--- src/rtl/game_controller.sv ---
// Breakout game sequencer: attract -> serve -> play -> miss/over/win flow,
// ball motion gating, serve/field-reload strobes, lives and score keeping.
module game_controller #(
  parameter int LIVES        = 3,
  parameter int NUM_BLOCKS   = 65,
  parameter int SERVE_FRAMES = 60,
  parameter int MISS_FRAMES  = 90,
  parameter int SCORE_W      = 10
) (
  input  logic               clk,
  input  logic               nRst,
  input  logic               en,
  input  logic               frame_pulse,
  input  logic               btn_select,
  input  logic               ball_lost,
  input  logic               block_hit,
  output logic               do_move,
  output logic               serve,
  output logic               blocks_reset,
  output logic [2:0]         lives,
  output logic [SCORE_W-1:0] score,
  output logic [2:0]         state
);

  typedef enum logic [2:0] {
    S_ATTRACT = 3'd0,
    S_SERVE   = 3'd1,
    S_PLAY    = 3'd2,
    S_MISS    = 3'd3,
    S_OVER    = 3'd4,
    S_WIN     = 3'd5
  } state_t;

  localparam int TMAX    = (SERVE_FRAMES > MISS_FRAMES) ? SERVE_FRAMES : MISS_FRAMES;
  localparam int TIMER_W = $clog2(TMAX + 1);
  localparam int HIT_W   = $clog2(NUM_BLOCKS + 1);
  localparam logic [TIMER_W-1:0] SERVE_LAST = TIMER_W'(SERVE_FRAMES - 1);
  localparam logic [TIMER_W-1:0] MISS_LAST  = TIMER_W'(MISS_FRAMES - 1);
  localparam logic [HIT_W-1:0]   HIT_LAST   = HIT_W'(NUM_BLOCKS - 1);
  localparam logic [2:0]         LIVES_INIT = 3'(LIVES);

  logic               r_sync1, r_sync2, r_sync3;
  logic               w_sel_edge;
  state_t             r_state, w_next_state;
  logic [TIMER_W-1:0] r_timer, w_next_timer;
  logic [2:0]         r_lives, w_next_lives;
  logic [SCORE_W-1:0] r_score, w_next_score;
  logic [HIT_W-1:0]   r_hit_cnt, w_next_hit_cnt;
  logic               r_do_move, r_serve, r_blocks_reset;
  logic               w_next_serve, w_next_blocks_reset;

  // Button synchroniser runs regardless of en, so edges seen while frozen are lost.
  always_ff @(posedge clk or negedge nRst) begin
    if (!nRst) begin
      r_sync1 <= 1'b0;
      r_sync2 <= 1'b0;
      r_sync3 <= 1'b0;
    end else begin
      r_sync1 <= btn_select;
      r_sync2 <= r_sync1;
      r_sync3 <= r_sync2;
    end
  end

  assign w_sel_edge = r_sync2 & ~r_sync3;

  always_comb begin
    w_next_state        = r_state;
    w_next_timer        = r_timer;
    w_next_lives        = r_lives;
    w_next_score        = r_score;
    w_next_hit_cnt      = r_hit_cnt;
    w_next_serve        = 1'b0;
    w_next_blocks_reset = 1'b0;
    case (r_state)
      S_ATTRACT: begin
        if (w_sel_edge) begin
          w_next_state        = S_SERVE;
          w_next_lives        = LIVES_INIT;
          w_next_score        = '0;
          w_next_hit_cnt      = '0;
          w_next_timer        = '0;
          w_next_serve        = 1'b1;
          w_next_blocks_reset = 1'b1;
        end
      end
      S_SERVE: begin
        if (frame_pulse) begin
          if (r_timer == SERVE_LAST) begin
            w_next_state = S_PLAY;
            w_next_timer = '0;
          end else begin
            w_next_timer = r_timer + TIMER_W'(1);
          end
        end
      end
      S_PLAY: begin
        if (block_hit) begin
          if (r_score != '1) w_next_score = r_score + SCORE_W'(1);
          w_next_hit_cnt = r_hit_cnt + HIT_W'(1);
        end
        // A hit that clears the field wins even if the ball is lost on the same cycle.
        if (block_hit && (r_hit_cnt == HIT_LAST)) begin
          w_next_state = S_WIN;
        end else if (ball_lost) begin
          w_next_lives = r_lives - 3'd1;
          w_next_timer = '0;
          w_next_state = S_MISS;
        end
      end
      S_MISS: begin
        if (frame_pulse) begin
          if (r_timer == MISS_LAST) begin
            w_next_timer = '0;
            if (r_lives == 3'd0) begin
              w_next_state = S_OVER;
            end else begin
              w_next_serve = 1'b1;
              w_next_state = S_SERVE;
            end
          end else begin
            w_next_timer = r_timer + TIMER_W'(1);
          end
        end
      end
      S_OVER, S_WIN: begin
        if (w_sel_edge) w_next_state = S_ATTRACT;
      end
      default: w_next_state = S_ATTRACT;
    endcase
  end

  always_ff @(posedge clk or negedge nRst) begin
    if (!nRst) begin
      r_state        <= S_ATTRACT;
      r_timer        <= '0;
      r_lives        <= LIVES_INIT;
      r_score        <= '0;
      r_hit_cnt      <= '0;
      r_do_move      <= 1'b0;
      r_serve        <= 1'b0;
      r_blocks_reset <= 1'b0;
    end else if (en) begin
      r_state        <= w_next_state;
      r_timer        <= w_next_timer;
      r_lives        <= w_next_lives;
      r_score        <= w_next_score;
      r_hit_cnt      <= w_next_hit_cnt;
      r_do_move      <= (w_next_state == S_PLAY);
      r_serve        <= w_next_serve;
      r_blocks_reset <= w_next_blocks_reset;
    end else begin
      r_serve        <= 1'b0;
      r_blocks_reset <= 1'b0;
    end
  end

  assign do_move      = r_do_move;
  assign serve        = r_serve;
  assign blocks_reset = r_blocks_reset;
  assign lives        = r_lives;
  assign score        = r_score;
  assign state        = r_state;

endmodule

--- config.mk ---
export PLATFORM = sky130hd
export DESIGN_NAME = game_controller
export DESIGN_NICKNAME = d
export VERILOG_FILES = /design/src/rtl/game_controller.sv
export SDC_FILE = /design/constraint.sdc
export NUM_CORES = 1
export LEC_CHECK = 0
export ABC_AREA = 1
export BUFFER_PORTS_ARGS = -buffer_cell sky130_fd_sc_hd__buf_4
export CAP_MARGIN = 20
export CORE_ASPECT_RATIO = 0.7
export CORE_MARGIN = 5
export CORE_UTILIZATION = 40
export CTS_CLUSTER_DIAMETER = 200
export CTS_CLUSTER_SIZE = 30
export DETAILED_ROUTE_END_ITERATION = 10
export HOLD_SLACK_MARGIN = 0.15
export PLACE_DENSITY_LB_ADDON = 0.12
export SYNTH_ARGS = -nofsm -noshare
export SYNTH_HDL_FRONTEND = slang
export SYNTH_SLANG_ARGS = --single-unit
--- constraint.sdc ---
create_clock -name clk -period 2.25 [get_ports clk]
set_clock_uncertainty 0.1 [all_clocks]
set_input_delay 0.45 -clock clk [delete_from_list [all_inputs] [get_ports clk]]
set_output_delay 0.45 -clock clk [all_outputs]
set_load 0.01 [all_outputs]
Yosys cells after proc, flatten, opt, wreduce, memory -nomap -nowiden
Cells that the tools add are included. W data, S select, Z words.

Register bits after elaboration: 36. Latch bits: 0. Bits in writable memories: 0. Bits in read-only memories: 0. Input bits: 7. Output and inout bits: 19. Word-level logic and storage cells: 80. Memories: 0.

$add $sub $neg: 4. Multipliers: 0. Div/mod/pow operators: 0. Magnitude comparators: 0. Eq/ne operators: 17. Shift-type cells: 0. Multiplexer cells: 36. Bitwise gates (word level): 2. Reduce and logical (&&, ||, !) cells: 10.

Operator list (number): $mux W7 (8); $mux W3 (12); $mux W10 (3); $pmux W7 S4 (1); $pmux W10 S2 (1); $pmux W3 S5 (1); $add A7 B1 Y7 const B (2); $eq A7 B7 Y1 const B (2); $ne A2 B2 Y1 const B (7); $pmux W7 S2 (1); $add A10 B1 Y10 const B (1); $ne A10 B10 Y1 const B (1); $reduce_and A5 Y1 (2); $eq A3 B2 Y1 const B (3); $eq A7 B6 Y1 const B (1); $mux W1 (7); $reduce_and A7 Y1 (1); $eq A3 B3 Y1 const B (2); $logic_not A3 Y1 (2); $pmux W3 S2 (1); $reduce_and A4 Y1 (1); $reduce_bool A4 Y1 (1); $eq A3 B1 Y1 const B (1); $sub A3 B1 Y3 const B (1); 6 further kinds (6).

Logic depth before layout (Yosys ltp)
Gate-level depths: netlist of run 1.

Depth after elaboration: 6. Mapped depth: 11. Depth with buffers taken out: 11.

Worst setup path after synthesis of run 1
OpenSTA, ideal clock, no wires.

Kind: register to register. Start: reg r_score[1] (netlist: score[1]). End: reg r_score[0] (netlist: score[0]). Setup time: 126 ps. Arrival time: 1318 ps. Data required time: 2024 ps. Path slack: 706 ps. Stages on the path, launching flop included: 10. Path buffers: 1. Period minus slack after synthesis: 1544 ps. Path through: dfrtp_1 -> ha_1 -> nand2_1 -> inv_1 -> nand3_1 -> nor3_1 -> nor2_2 -> buf_4 -> nand3_1 -> o21ai_0.

Longest elaborated chain between the ends: 3.

RTL lines: start, declared (line 47) `logic [SCORE_W-1:0] r_score, w_next_score;`; start signal, assigned (line 147) `r_score <= w_next_score;`; $ne A10 B10 Y1 (line 99) `if (r_score != '1) w_next_score = r_score + SCORE_W'(1);`; $ne A2 B2 Y1 (no line); $reduce_and A5 Y1 (no line).

Every way passes these cells. A chain may end at the register's enable or synchronous reset.

Worst setup path after layout of run 1
Start: reg r_state[1] (netlist: state[1]). End: reg r_score[5] (netlist: score[5]).

Longest elaborated chain between the ends: 3. Elaborated cells between the ends (all ways): 8. Classes of those cells: eq/ne: 4; mux: 1; reduce/logical: 3.

RTL lines: start, declared (line 44) `state_t r_state, w_next_state;`; start signal, assigned (line 144) `r_state <= w_next_state;`; $eq A3 B2 Y1 or $logic_not A3 Y1 (tied branches) (line 75) `case (r_state)`; $ne A2 B2 Y1 (no line) or $reduce_bool A2 Y1 (tied branches); $reduce_and A5 Y1 (no line).

Several ways; a longest one is shown, not always the timed one.

==> PnR_summary.wiki, run 1 <==
{| class="wikitable"
! Metric !! Value
|-
| Overall routed net length || 4980 um
|-
| Period utilisation layout || 0.817
|-
| Syn avg cell area || 7.52 um^2
|-
| Int Power || 0.00128 W
|-
| Number of placement rows || 22
|-
| Resize count post-CTS || 0
|-
| Layout-stage area growth over the synthesis result || 16.1%
|-
| Buffers from clock root to sink, at most || 2
|-
| Number of buffers added on ports || 25
|-
| Crit Path Max Fanout || 11
|-
| Area of the die || 7140 um^2
|-
| Global router's overall resource usage || 0.145
|-
| Max Cap Viol || 0
|-
| Sum of negative setup slack || 0 ns
|-
| Nets || 338
|-
| Starting density of the core || 0.416
|-
| Type of the worst setup path || flip-flop to flip-flop
|-
| Synth Cell Area || 2210 um^2
|-
| GRT Residual Overflow || 0
|-
| Routability cong. || 0.824
|-
| Total nets after synthesis || 308
|-
| Clock root buffer || clkbuf_8
|-
| Area of the core || 5310 um^2
|-
| Worst vdd rail ir drop || 0.376 mV
|-
| Post-detailed-route via-to-cell ratio || 4.82
|-
| Average routed wire per standard cell || 12.5 um
|-
| Number of vias in the routed layout || 1912
|-
| Vias in the first global route || 1691
|-
| First-pass GRT wire length || 8340 um
|-
| Arrival @ worst endpoint || 1.91 ns
|-
| Clock share of power || 0.227
|-
| Buffers & Inverters on Critical Path || 2
|-
| Number of antenna violations at the first check in global routing || 0
|-
| Power dissipated by switching net loads || 0.000875 W
|-
| Post CTS Setup Buffer Count || 0
|-
| I/O pin total || 26
|-
| Clock edge transition at the registers on the reported setup and hold paths || 0.07 ns
|-
| Slowest stage cell on the critical path || dfrtp_1
|-
| Most common cell after layout, fill and taps aside || nand2_1
|-
| Crit-path max cell delay || 0.50 ns
|-
| Status || complete, no violations
|-
| Width of the die || 98.9 um
|-
| H-Tree Depth || 2
|-
| Slew Limit Fails || 0
|-
| Number of unique standard cell types used by synthesis || 30
|-
| Post-synthesis cell count || 294
|-
| Power Dens Cells || 840 nW/um^2
|-
| Pin count of the biggest net entering global routing || 37
|-
| Die height || 72.2 um
|-
| Crit path required time || 2.32 ns
|-
| Clk sinks || 36
|-
| Clock tree from TritonCTS || built
|-
| Drt first pass iters || 4
|-
| Remaining max-slew budget at the tightest pin || 0.684
|-
| Final Critical Period || 1.84 ns
|-
| Number of antenna-violating nets in the routed design || 0
|-
| Share of final-layout standard cells stronger than drive strength 1 || 0.169
|-
| Crit end category || flip-flop
|-
| Most frequent cells in the layout || 81 x nand2_1, 36 x nand3_1, 34 x dfrtp_1, 32 x inv_1, 27 x buf_4
|-
| Number of design rule violations left after detail routing || 0
|-
| Fin util || 0.483
|-
| Sequential fraction of design power || 0.398
|-
| Static Leakage || 1.23 nW
|-
| Kind of start point of the critical path || flip-flop
|-
| Unrepaired setup endpoints after global routing || false
|-
| Number of DRC markers after the initial detailed-route iteration || 92
|-
| Synthesis-stage register bit count || 36
|-
| Cell family with the largest share of critical-path delay || simple AND/OR/NAND/NOR gates
|-
| Setup Viol. Count Final || 0
|-
| Warning count from the yosys run || 0
|-
| Clock latency of the later-clocked register in the worst-skew pair || 0.29 ns
|-
| Max Freq || 544 MHz
|-
| Final-report hold violation count || 0
|-
| Cts bufs inserted || 5
|-
| Ordered cell list for the critical path || inv_2 -> nor2_1 -> nor2_1 -> nand3_2 -> nor2_2 -> inv_2 -> nand2_1 -> o21ai_0
|-
| Fillers || 560
|-
| Slew at the pin closest to its max-slew limit || 0.473 ns
|-
| Switching power share of the total || 0.406
|-
| Antenna diode instance count || 0
|-
| Sequential area share after synthesis || 0.409
|-
| Part of the power in combinational logic || 0.375
|-
| Kind of path behind the tightest hold check || input port to flip-flop
|-
| HPWL after detailed placement || 3690 um
|}
## Yosys cell counts
cell	count	area share
nor2_2	4	0.011
o21bai_1	4	0.014
nand3_2	1	0.0045
o21ai_0	16	0.036
nand3b_1	2	0.0068
nand3_1	36	0.081
inv_2	4	0.0068
dfrtp_1	34	0.38
o21ai_2	3	0.012
a21o_1	1	0.0034
dfstp_2	2	0.024
xnor2_1	1	0.0040
buf_4	2	0.0068
buf_6	1	0.0051
nand2_2	2	0.0057
nand2_4	2	0.010
ha_1	7	0.040
o22ai_1	1	0.0028
nand2_1	81	0.14
o21ai_1	3	0.0068
nor2_1	21	0.036
nor2_4	3	0.015
nand4_1	7	0.020
xor2_1	8	0.032
buf_2	2	0.0045
o31ai_1	3	0.010
or2_2	1	0.0028
inv_1	32	0.054
a21oi_1	5	0.011
nor3_1	5	0.011
## logic make-up after synthesis
family	share of synthesized area
flip-flops	0.409
buffers and inverters	0.0775
AO/OA/AOI/OAI	0.0962
XOR/XNOR	0.0357
adder cells (fa/ha/maj)	0.0396
AND/OR/NAND/NOR	0.342
## worst reg2reg max path: cells and delay by family, from the launching register on
kind,cells,cell delay [ns]
compound gates,1,0.08
buf+inv,2,0.33
simple gates,5,0.71
flops,1,0.50
## routing by layer
layer | global-route usage | routed length [um] | part of all wire | up-vias
li1 | - | - | - | 1007
met1 | 0.239 | 2930 | 0.59 | 864
met2 | 0.181 | 1790 | 0.36 | 38
met3 | 0.0375 | 246 | 0.049 | 3
met4 | 0.0318 | 12 | 0.0024 | 0
met5 | 0 | 0 | 0 | -
## metrics by stage
step           area (um^2)  hold slack (ns)  total power, W  std cells  setup slack [ns]
2_1_floorplan         2210           0.0544         0.00143        294             0.706
3_3_place_gp          2470            0.231         0.00167        388             0.481
3_5_place_dp          2470            0.235         0.00168        388             0.426
4_1_cts               2570            0.162         0.00217        397             0.421
5_1_grt               2570            0.156         0.00231        397             0.236
6_report              2570            0.166         0.00216        397             0.413
## area by class of cell
type / count / area, um^2 / area share
Multi-Input combinational cell: 217 / 1140 / 0.442
Inverter: 36 / 135 / 0.0526
Timing Repair Buffer: 28 / 213 / 0.0828
Clock buffer: 8 / 90.1 / 0.0351
Tap cell: 72 / 90.1 / 0.0351
Sequential cell: 36 / 903 / 0.352
## power groups by stage
| stage | logic (W) | clock network [W] | registers, W |
|---|---|---|---|
| 2_1_floorplan | 0.000554 | 0 | 0.000873 |
| 3_3_place_gp | 0.000801 | 0 | 0.000865 |
| 3_5_place_dp | 0.000809 | 0 | 0.000873 |
| 4_1_cts | 0.000816 | 0.000499 | 0.000858 |
| 5_1_grt | 0.000910 | 0.000526 | 0.000877 |
| 6_report | 0.000809 | 0.000488 | 0.000858 |
## registers in the layout, summed over array words and instances (netlist names)
register / flops
blocks_reset: 1
do_move: 1
lives: 3
r_hit_cnt: 7
r_sync1: 1
r_sync2: 1
r_sync3: 1
r_timer: 7
score: 10
serve: 1
state: 3
## repair_timing
| action | 4_1_cts | 5_1_grt |
|---|---|---|
| hold buffers | 1 | 0 |
| hold endpoints to repair | 34 | 0 |
| endpoints found under the setup margin | 0 | 0 |
## worst paths after layout
| check | startpoint | endpoint | slack, ns | cells after the start |
|---|---|---|---|---|
| worst max-delay path | state[1]$_DFFE_PN0P_ | score[5]$_DFFE_PN0P_ | 0.41 | 8 |
| worst min-delay path | btn_select | r_sync1$_DFF_PN0_ | 0.17 | 1 |
| worst max register to register | state[1]$_DFFE_PN0P_ | score[5]$_DFFE_PN0P_ | 0.41 | 8 |
| worst min register to register | r_sync1$_DFF_PN0_ | r_sync2$_DFF_PN0_ | 0.25 | 0 |
| max in group asynchronous | nRst | lives[0]$_DFFE_PN1P_ | 1.13 | 2 |
| min in group asynchronous | nRst | score[5]$_DFFE_PN0P_ | 0.57 | 2 |
(Power assumes the default switching activity.)
==> run 2: changes to the inputs <==
==> constraint.sdc (replaced) <==
create_clock -name clk -period 1.5 [get_ports clk]
set_clock_uncertainty 0.1 [all_clocks]
set_input_delay 0.3 -clock clk [delete_from_list [all_inputs] [get_ports clk]]
set_output_delay 0.3 -clock clk [all_outputs]
set_load 0.01 [all_outputs]
==> PnR_summary.wiki, run 2 (synthesized netlist as in run 1, its figures left out) <==
{| class="wikitable"
! Metric !! Value
|-
| Status || complete, but fails checks
|-
| Overall routed net length || 6140 um
|-
| Clock root buffer || clkbuf_8
|-
| Overall power || 0.00432 W
|-
| Cts bufs inserted || 5
|-
| Unrepaired setup endpoints after global routing || true
|-
| Share of final-layout standard cells stronger than drive strength 1 || 0.447
|-
| Number of antenna-violating nets in the routed design || 0
|-
| Average routed wire per standard cell || 13.2 um
|-
| Kind of start point of the critical path || flip-flop
|-
| Type of the worst setup path || flip-flop to flip-flop
|-
| Period utilisation layout || 1.07
|-
| Global router's overall resource usage || 0.167
|-
| Arrival @ worst endpoint || 1.71 ns
|-
| Pin count of the biggest net entering global routing || 37
|-
| Clock share of power || 0.176
|-
| Max Cap Viol || 0
|-
| Layout-stage area growth over the synthesis result || 55.5%
|-
| HPWL after detailed placement || 4160 um
|-
| I/O pin total || 26
|-
| Violated checks || negative setup slack
|-
| Die height || 72.2 um
|-
| Kind of path behind the tightest hold check || flip-flop to flip-flop
|-
| Area of the core || 5310 um^2
|-
| Number of placed cells counting well taps || 440
|-
| Crit path required time || 1.61 ns
|-
| Most frequent cells in the layout || 84 x buf_4, 65 x nand2_1, 31 x dfrtp_1, 28 x nand3_1, 27 x inv_1
|-
| Routability cong. || 0.922
|-
| First-pass GRT wire length || 9630 um
|-
| Power dissipated by switching net loads || 0.00166 W
|-
| Number of antenna violations at the first check in global routing || 0
|-
| Fin util || 0.647
|-
| Antenna diode instance count || 0
|-
| Crit end category || flip-flop
|-
| Final Critical Period || 1.61 ns
|-
| Static Leakage || 1.69 nW
|-
| Filler-free cell count of the finished design || 466
|-
| Sum of negative setup slack || -0.943 ns
|-
| Starting density of the core || 0.416
|-
| GRT Residual Overflow || 0
|-
| Sequential fraction of design power || 0.292
|-
| Number of placement rows || 22
|-
| Slew at the pin closest to its max-slew limit || 0.457 ns
|-
| Most common cell after layout, fill and taps aside || buf_4
|-
| Post-detailed-route via-to-cell ratio || 4.82
|-
| H-Tree Depth || 2
|-
| Reg2reg setup slack || -0.11 ns
|-
| Number of buffers added on ports || 25
|-
| Number of design rule violations left after detail routing || 0
|-
| Number of vias in the routed layout || 2245
|-
| Setup Viol. Count Final || 18
|-
| Post-layout worst setup margin || -0.107 ns
|-
| Number of DRC markers after the initial detailed-route iteration || 100
|-
| Clk sinks || 36
|-
| Drt first pass iters || 4
|-
| Vias in the first global route || 2073
|-
| Final-report hold violation count || 0
|-
| Part of the power in combinational logic || 0.532
|-
| Max Freq || 622 MHz
|-
| Area of the die || 7140 um^2
|-
| Worst vdd rail ir drop || 0.469 mV
|-
| Clock tree from TritonCTS || built
|-
| Clock edge transition at the registers on the reported setup and hold paths || 0.08 ns
|-
| Int Power || 0.00266 W
|-
| Nets || 407
|-
| Switching power share of the total || 0.385
|-
| Buffers from clock root to sink, at most || 2
|-
| Crit Path Max Fanout || 4
|-
| Width of the die || 98.9 um
|-
| Clock latency of the later-clocked register in the worst-skew pair || 0.29 ns
|-
| Remaining max-slew budget at the tightest pin || 0.695
|-
| Power Dens Cells || 1260 nW/um^2
|-
| Max reg flops || 10
|-
| Slew Limit Fails || 0
|}
[run 2: changes by cell type in the layout (fill, tap and decap cells not counted), moves of 5 or more]
cell     delta
buf_4      +57
buf_6       +8
inv_1       -5
nand2_1    -16
nand2_2    +11
nand2_4     +5
nand3_1     -8
nand3_2     +6
nor2_1      -7
nor2_4      +9
o21ai_0    -13
o21ai_1    +10
[run 2: worst paths after layout]
kind / start / end / depth (start not counted)
max: state[2]$_DFFE_PN0P_ / r_timer[1]$_DFFE_PN0P_ / 9
min: r_sync1$_DFF_PN0_ / r_sync2$_DFF_PN0_ / 0
max reg2reg: state[2]$_DFFE_PN0P_ / r_timer[1]$_DFFE_PN0P_ / 9
min reg2reg: r_sync1$_DFF_PN0_ / r_sync2$_DFF_PN0_ / 0
max in group asynchronous: nRst / lives[1]$_DFFE_PN1P_ / 2
min in group asynchronous: nRst / r_hit_cnt[6]$_DFFE_PN0P_ / 2
[run 2: final cells by class]
| type | instances | area, um^2 |
|---|---|---|
| Timing Repair Buffer | 97 | 801 |
| Sequential cell | 36 | 907 |
| Fill cell | 439 | 1870 |
| Tap cell | 72 | 90.1 |
| Multi-Input combinational cell | 217 | 1400 |
| Inverter | 36 | 140 |
| Clock buffer | 8 | 100 |
[run 2: power by group through the flow]
stage | combinational, W | sequential, W | clock [W]
after global placement | 0.00167 | 0.00126 | 0
after global routing | 0.00250 | 0.00128 | 0.000820
final | 0.00230 | 0.00126 | 0.000760
after detailed placement | 0.00169 | 0.00126 | 0
after floorplan | 0.000845 | 0.00132 | 0
after CTS | 0.00208 | 0.00126 | 0.000775
[run 2: layer usage]
| metal | GRT usage | wire (um) | up-vias |
|---|---|---|---|
| met1 | 0.254 | 3040 | 1015 |
| met2 | 0.237 | 2650 | 65 |
| met4 | 0.0409 | 66 | 0 |
| met3 | 0.0365 | 385 | 9 |
| li1 | - | - | 1156 |
| met5 | 0 | 0 | - |
[run 2: critical path, stage by stage (launching register included)]
cell	delay, ns
dfrtp_1	0.40
inv_2	0.10
buf_4	0.12
nand2_2	0.10
nor2_4	0.15
buf_4	0.13
nand2_2	0.07
a21oi_1	0.21
nand2_2	0.08
o21ai_2	0.07
[run 2: through the flow]
step | setup WS [ns] | area, um^2 | hold WS, ns
3_5_place_dp | -0.167 | 2870 | 0.189
4_1_cts | -0.0892 | 3280 | 0.250
3_3_place_gp | -0.162 | 2870 | 0.196
6_report | -0.107 | 3440 | 0.248
5_1_grt | -0.197 | 3440 | 0.267
2_1_floorplan | -0.00383 | 2220 | -0.0956
[run 2: timing repair]
action / 4_1_cts / 5_1_grt
endpoints found under the hold margin: 35 / 0
hold buffers: 2 / 0
cloned: 0 / 1
endpoints found under the setup margin: 28 / 33
buffers inserted: 15 / 1
pin swaps: 20 / 15
resized for setup: 51 / 40
